<file path="config.mk">
export PLATFORM = sky130hd
export DESIGN_NAME = exp_offset_conv_flat
export DESIGN_NICKNAME = d
export VERILOG_FILES = /design/src/rtl/pe_log_pkg.sv /design/src/rtl/exp_offset_conv_if.sv /design/src/rtl/lut_exp_offset.sv /design/src/rtl/exp_offset_conv.sv /design/src/flat_wrapper.sv
export SDC_FILE = /design/constraint.sdc
export NUM_CORES = 1
export LEC_CHECK = 0
export CAP_MARGIN = 25
export CORE_MARGIN = 8
export CORE_UTILIZATION = 50
export DETAILED_ROUTE_END_ITERATION = 10
export GPL_TIMING_DRIVEN = 0
export PLACE_DENSITY_LB_ADDON = 0.15
export SYNTH_ARGS = -nofsm -noshare
export SYNTH_HDL_FRONTEND = slang
export SYNTH_HIERARCHICAL = 1
export SYNTH_SLANG_ARGS = --single-unit
export TNS_END_PERCENT = 1
</file>
<file path="constraint.sdc">
create_clock -name clk -period 2.3 [get_ports clk]
set_input_delay 0.345 -clock clk [delete_from_list [all_inputs] [get_ports clk]]
set_output_delay 0.345 -clock clk [all_outputs]
set_load 0.005 [all_outputs]
</file>
<file path="src/rtl/pe_log_pkg.sv">
// Shared definitions for the log-domain PE datapath.
//   INT_W / FRAC_W : integer (shift) and fraction widths of a log operand (Q5.11)
//   CORR_W         : width of one Mitchell correction entry (units of 2^-FRAC_W)
//   CORR_TABLE     : 16-entry piecewise correction, indexed by the top 4 fraction bits
//   log_op_t       : one log-domain operand {int_part, frac, zero, sign}
package pe_log_pkg;

  localparam int INT_W  = 5;
  localparam int FRAC_W = 11;
  localparam int CORR_W = 8;
  localparam int IDX_W  = 4;
  localparam int LOG_W  = INT_W + FRAC_W;

  // Mantissa 1+f is FRAC_W+1 bits; shifting it left by up to 2^INT_W-1 and
  // dropping the FRAC_W fraction bits leaves LIN_W integer bits.
  localparam int SHIFT_W = FRAC_W + 1 + (1 << INT_W) - 1;
  localparam int LIN_W   = SHIFT_W - FRAC_W;

  // Index 0 is the leftmost entry.
  localparam logic [0:15][CORR_W-1:0] CORR_TABLE = {
    8'd19,  8'd54,  8'd86,  8'd113, 8'd135, 8'd153, 8'd166, 8'd174,
    8'd176, 8'd173, 8'd164, 8'd149, 8'd128, 8'd100, 8'd66,  8'd24
  };

  typedef struct packed {
    logic [INT_W-1:0]  int_part;
    logic [FRAC_W-1:0] frac;
    logic              zero;
    logic              sign;
  } log_op_t;

  // Correction segment selected by the most significant fraction bits.
  function automatic logic [IDX_W-1:0] corr_idx(input logic [FRAC_W-1:0] frac);
    return frac[FRAC_W-1 -: IDX_W];
  endfunction

endpackage

</file>
<file path="src/rtl/exp_offset_conv_if.sv">
// Handshake bundle of the antilog converter.
//   in_valid/in_ready  : input transfer, in_log = {int[4:0], frac[10:0]}, in_zero, in_sign
//   out_valid/out_ready: output transfer, out_lin (OUT_W bits), out_sign
// master = producer/consumer environment, slave = the converter.
interface exp_offset_conv_if #(
  parameter int OUT_W = 32
) ();
  import pe_log_pkg::*;

  logic             in_valid;
  logic             in_ready;
  logic [LOG_W-1:0] in_log;
  logic             in_zero;
  logic             in_sign;
  logic             out_valid;
  logic             out_ready;
  logic [OUT_W-1:0] out_lin;
  logic             out_sign;

  modport master (
    output in_valid, in_log, in_zero, in_sign, out_ready,
    input  in_ready, out_valid, out_lin, out_sign
  );

  modport slave (
    input  in_valid, in_log, in_zero, in_sign, out_ready,
    output in_ready, out_valid, out_lin, out_sign
  );

endinterface

</file>
<file path="src/rtl/lut_exp_offset.sv">
// Registered Mitchell correction lookup.
//   clk, rst_n : clock, asynchronous active-low reset (corr clears to 0)
//   en         : load enable, driven by the stage-1 advance of the converter
//   idx        : segment index (top 4 fraction bits of the incoming operand)
//   corr       : correction for the operand now held in stage 1
module lut_exp_offset (
  input  logic       clk,
  input  logic       rst_n,
  input  logic       en,
  input  logic [3:0] idx,
  output logic [7:0] corr
);
  import pe_log_pkg::*;

  always_ff @(posedge clk or negedge rst_n) begin
    if (!rst_n) begin
      corr <= '0;
    end else if (en) begin
      corr <= CORR_TABLE[idx];
    end
  end

endmodule

</file>
<file path="src/rtl/exp_offset_conv.sv">
// Log-to-linear (antilog) converter, 3-stage valid/ready pipeline.
//   clk, rst_n : clock, asynchronous active-low reset
//   bus        : exp_offset_conv_if slave port (in_* handshake in, out_* handshake out)
// Stage 1 registers the operand and looks up the correction, stage 2 forms the
// mantissa 1+f-corr, stage 3 shifts it to a linear magnitude (truncated,
// saturated to OUT_W bits, forced to 0 for a zero operand).
module exp_offset_conv #(
  parameter int OUT_W = 32
) (
  input  logic                  clk,
  input  logic                  rst_n,
  exp_offset_conv_if.slave      bus
);
  import pe_log_pkg::*;

  // Stage registers
  logic              v1, v2, v3;
  log_op_t           s1;
  logic [CORR_W-1:0] corr1;
  logic [INT_W-1:0]  sh2;
  logic [FRAC_W:0]   m2;
  logic              zero2, sign2;
  logic [OUT_W-1:0]  lin3;
  logic              sign3;

  // Stall chain: a stage may take new data when it is empty or its contents
  // move on this cycle. This is combinational all the way from out_ready.
  logic adv1, adv2, adv3;
  assign adv3 = !v3 || bus.out_ready;
  assign adv2 = !v2 || adv3;
  assign adv1 = !v1 || adv2;

  assign bus.in_ready  = adv1;
  assign bus.out_valid = v3;
  assign bus.out_lin   = lin3;
  assign bus.out_sign  = sign3;

  // The correction register advances with stage 1, so corr1 always belongs to s1.
  lut_exp_offset u_lut (
    .clk   (clk),
    .rst_n (rst_n),
    .en    (adv1),
    .idx   (corr_idx(bus.in_log[FRAC_W-1:0])),
    .corr  (corr1)
  );

  // Stage 2 datapath: 2048 + frac is just {1, frac}; the result stays within
  // 2029..4071, so FRAC_W+1 bits are enough with no wrap.
  logic [FRAC_W:0] m_next;
  assign m_next = {1'b1, s1.frac} - {{(FRAC_W + 1 - CORR_W){1'b0}}, corr1};

  // Stage 3 datapath: full-width shift, then drop the fraction bits (truncate).
  logic [SHIFT_W-1:0] shifted;
  logic [LIN_W-1:0]   lin_full;
  logic [OUT_W-1:0]   lin_sat;
  logic [OUT_W-1:0]   lin_next;

  assign shifted  = {{(SHIFT_W - FRAC_W - 1){1'b0}}, m2} << sh2;
  assign lin_full = LIN_W'(shifted >> FRAC_W);

  if (OUT_W < LIN_W) begin : g_sat
    assign lin_sat = (|lin_full[LIN_W-1:OUT_W]) ? '1 : lin_full[OUT_W-1:0];
  end else begin : g_nosat
    assign lin_sat = OUT_W'(lin_full);
  end

  assign lin_next = zero2 ? '0 : lin_sat;

  // NOTE: every register here is a flop (not a memory array), so all of them
  // take the async reset; in-flight data is discarded, and out_lin reads 0 at once.
  always_ff @(posedge clk or negedge rst_n) begin
    if (!rst_n) begin
      v1 <= 1'b0;
      s1 <= '0;
    end else if (adv1) begin
      // NOTE: non-blocking assignments keep every stage reading the value its
      // neighbour held before this edge, which is what makes the pipe shift.
      v1 <= bus.in_valid;
      if (bus.in_valid) begin
        s1.int_part <= bus.in_log[LOG_W-1:FRAC_W];
        s1.frac     <= bus.in_log[FRAC_W-1:0];
        s1.zero     <= bus.in_zero;
        s1.sign     <= bus.in_sign;
      end
    end
  end

  always_ff @(posedge clk or negedge rst_n) begin
    if (!rst_n) begin
      v2    <= 1'b0;
      sh2   <= '0;
      m2    <= '0;
      zero2 <= 1'b0;
      sign2 <= 1'b0;
    end else if (adv2) begin
      v2 <= v1;
      if (v1) begin
        sh2   <= s1.int_part;
        m2    <= m_next;
        zero2 <= s1.zero;
        sign2 <= s1.sign;
      end
    end
  end

  always_ff @(posedge clk or negedge rst_n) begin
    if (!rst_n) begin
      v3    <= 1'b0;
      lin3  <= '0;
      sign3 <= 1'b0;
    end else if (adv3) begin
      v3 <= v2;
      if (v2) begin
        lin3  <= lin_next;
        sign3 <= sign2;
      end
    end
  end

endmodule

</file>
<file path="src/flat_wrapper.sv">
// flat-port wrapper written by rule: the top's interface ports become plain ports
module exp_offset_conv_flat import pe_log_pkg::*;
#(
  parameter int OUT_W = 32
)
  (clk, rst_n, bus_in_valid, bus_in_log, bus_in_zero, bus_in_sign, bus_out_ready, bus_in_ready, bus_out_valid, bus_out_lin, bus_out_sign);
  exp_offset_conv_if #(.OUT_W(OUT_W)) bus_i ();
  input  logic clk;
  input  logic rst_n;
  input wire logic [$bits(bus_i.in_valid)-1:0] bus_in_valid;
  input wire logic [$bits(bus_i.in_log)-1:0] bus_in_log;
  input wire logic [$bits(bus_i.in_zero)-1:0] bus_in_zero;
  input wire logic [$bits(bus_i.in_sign)-1:0] bus_in_sign;
  input wire logic [$bits(bus_i.out_ready)-1:0] bus_out_ready;
  output wire logic [$bits(bus_i.in_ready)-1:0] bus_in_ready;
  output wire logic [$bits(bus_i.out_valid)-1:0] bus_out_valid;
  output wire logic [$bits(bus_i.out_lin)-1:0] bus_out_lin;
  output wire logic [$bits(bus_i.out_sign)-1:0] bus_out_sign;
  assign bus_i.in_valid = bus_in_valid;
  assign bus_i.in_log = bus_in_log;
  assign bus_i.in_zero = bus_in_zero;
  assign bus_i.in_sign = bus_in_sign;
  assign bus_i.out_ready = bus_out_ready;
  assign bus_in_ready = bus_i.in_ready;
  assign bus_out_valid = bus_i.out_valid;
  assign bus_out_lin = bus_i.out_lin;
  assign bus_out_sign = bus_i.out_sign;
  exp_offset_conv #(.OUT_W(OUT_W)) u_core (.clk(clk), .rst_n(rst_n), .bus(bus_i));
endmodule
</file>
==> impl_results.md <==
- Avg Cell Area, Syn: 10.49 um^2
- Async S/R FF share, synth: 1.000
- Ys Warns: 6
- Post-route ant nets: 0
- Iter 0 DRT Violations: 147
- Number of buffers added on ports: 56
- Setup TNS after final layout: 0 ns
- R2r setup slk: 0.15 ns
- FP Rows: 33
- Overall Global Routing Usage: 0.1852
- Die Width: 108.5 um
- Cell Area, Synth: 4280 um^2
- Largest net degree at the start of global routing: 44
- Outcome: finished, final reports clean
- F_max: 0.4602 GHz
- Syn Inst Count: 408
- FF+latch count, synth: 81
- Vias: 3380
- Share of the synthesized area in the top cell type: 0.4735
- Final non-filler cell total: 587
- DR DRC count: 0
- CTS H-tree lvls: 3
- Least-Margin Pin Slew: 0.6723 ns
- Reg-to-reg endpoint: u_core/m2[10]
- RSZ-0062 raised after global routing: true
- Avg WL per Cell: 17.82 um
- Area Overhead vs Synth: 21.75%
- Final Hold Vio Count: 0
- Synth top area cells: dfrtp_1 47%, mux2_2 7.9%, mux2i_1 4.7%
- Inst Count DP: 570
- FF+latch area: 2027 um^2
- DIE HEIGHT: 108.5 um
- GR Overflow Total: 0
- Number of synthesized flops with an enable pin: 0
- Crit path launch: bus_out_ready
- Lkg Pwr: 2.270 nW
- Multi-input gate area: 2087 um^2
- Clock Sink Count: 81
- Worst r2r src: u_core/s1[2]
- Synth unique cells: 63
- ANT cells: 0
- Fillers: 734
- Setup crit end: bus_in_ready
- CP Data Arrival Time: 1.83 ns
- Final Hold Slack: 0.4793 ns
- Layout cells sized above 1: 0.1452
- Tcrit/Tclk final: 0.9447
- Crit path max fanout: 10
- Kind of critical path: in2out
- Final GP Congestion: 0.9149
- Post-CTS Repair Setup Buffers: 0
- CTS tree: yes
- Predominant post-synthesis flop cell: dfrtp_1
- Pwr Density: 949.8 nW/um^2
- Post-Syn Nets: 445
- Register area share after synthesis: 0.4735
- Pre-antenna DRT Iters: 4
- Num CTS Buffers: 9
- Post-Route WL: 10460 um
- Clock skew: 0.01191 ns
- Initial Util: 0.5183
- Worst-Skew Late Latency: 0.35 ns
- IO Pins: 57
- Routed vias/inst: 5.758
- Worst-case clock buffer depth: 2
- Min Tclk post-route: 2.173 ns
- FF-to-FF path depth: 8
- Post-place setup slack: -0.3805 ns
- Die ar.: 11780 um^2
- Fin nets: 514
- Core Area: 8258 um^2
- Max-slew headroom: 0.5470
- Setup WS post-layout: 0.1271 ns
- Global-route wire length before repair: 17330 um
- Max-cap violations: 0
- HP Class: reg2reg
- Initial antenna violation count: 0
- Final setup viols: 0
- CP required: 1.96 ns
- Post-DP HPWL: 8051 um
- Peak VDD IR: 441.6 uV
- Crit path launch type: input port
- Vias in the first global route: 3389
- Clock slew at reported path FFs: 0.10 ns
- Root Driver: clkbuf_8
- Post-synth top area cell: dfrtp_1
- Final max-slew violation count: 0
- Critical Path Sink Type: output port
-- report_power, final --
group          internal [W]  leakage (nW)  switching, W  total, W
registers           0.00174          1.01      0.000217   0.00196
logic              0.000917          1.16      0.000996   0.00191
clock network      0.000514         0.101      0.000563   0.00108
-- synthesized netlist by cell type, types with 3 or more instances --
master / count
xor2_1: 3
o2111ai_1: 3
a221o_1: 4
nor2b_1: 4
a32oi_1: 4
nand3_1: 11
mux2i_1: 20
a22oi_1: 6
nor2_1: 24
a31oi_1: 5
o31ai_1: 3
a21oi_1: 7
o211ai_1: 8
clkbuf_1: 9
nand2_1: 46
inv_1: 16
or3_1: 5
o21ai_0: 28
buf_2: 6
nor3_1: 5
a32o_1: 4
nand2b_1: 10
ha_1: 14
mux2_2: 30
dfrtp_1: 81
o21a_1: 4
a21o_1: 3
buf_6: 3
-- worst min path at each step --
| stage | start | end | slack (ns) | depth (start not counted) |
|---|---|---|---|---|
| after floorplan | rst_n | u_core/bus.out_lin[0] | 0.05 | 0 |
| after global placement | u_core/s1[17] | u_core/sh2[4] | 0.45 | 2 |
| after detailed placement | rst_n | u_core/bus.out_sign | 0.35 | 1 |
| after CTS | u_core/s1[0] | u_core/sign2 | 0.48 | 2 |
| after global routing | u_core/bus.out_lin[29] | u_core/bus.out_lin[29] | 0.51 | 1 |
| final | u_core/s1[1] | u_core/zero2 | 0.48 | 2 |
-- critical path, cell delays in order --
cell and delay (ns):
clkdlybuf4s50_1 0.45, nor2b_2 0.24, nand3_2 0.25, clkdlybuf4s50_1 0.53
-- stage by stage --
step                      instance area [um^2]  total power (W)    util
after floorplan                           4280         0.003136       -
after global placement                    4972         0.003863  0.6021
after detailed placement                  4990         0.003903  0.6042
after CTS                                 5206         0.004982  0.6305
after global routing                      5211         0.005277  0.6311
final                                     5211         0.004950  0.6311
-- layout make-up --
type / count / share of cell area
multi-input cells: 289 / 0.4005
flip-flops and latches: 81 / 0.3890
repair buffers: 58 / 0.1128
well taps: 105 / 0.02521
clock buffers: 9 / 0.02377
plain buffers: 20 / 0.02089
clock inverters: 7 / 0.01489
inverters: 18 / 0.01297
-- layer usage --
layer  wire, um  track usage  vias up  share of wire
met1       4644       0.2373     1672           0.44
li1           -            -     1620              -
met5          0            0        -              0
met2       5227       0.3108       84           0.50
met4         53      0.05670        0         0.0051
met3        536      0.03391        4          0.051
-- kinds of logic after synthesis --
kind of cell    after synthesis  synth area share
buf+inv                      38           0.04121
flops                        81            0.4735
compound gates               96            0.1605
simple gates                123            0.1400
mux                          51            0.1310
fa+ha+maj                    15           0.04560
xor+xnor                      4          0.008186
-- cells in the final DEF, fill, tap and decap left out, types with 3 or more instances in the layout --
cell type and count:
nand2_1 46, a21o_1 3, clkbuf_8 9, o211ai_1 8, o2111ai_1 3, inv_6 3
inv_1 16, nor2b_1 3, clkbuf_1 9, nand3_1 10, or3_1 5, nand2b_1 10
buf_2 6, o21ai_0 28, clkdlybuf4s50_1 55, o21a_1 4, ha_1 14, nor2_1 24
xor2_1 3, nor3_1 5, dfrtp_1 81, a21oi_1 7, a32o_1 4, a31oi_1 5
a22oi_1 6, buf_6 3, mux2i_1 20, a32oi_1 4, mux2_2 30, o31ai_1 3
a221o_1 4
-- sequential cells by signal (all words and copies together), names as in the netlist, 5 cells and up --
register / count
u_core/s1: 18
u_core/bus.out_lin: 32
u_core/sh2: 5
u_core/u_lut/corr: 8
u_core/m2: 12
-- repair_timing --
action                                  CTS  global route
endpoints found under the setup margin   11             2
hold endpoints to repair                 38             0
gates resized for setup                   1             2
hold buffers                              1             0
Power figures use the tool's default switching activity.
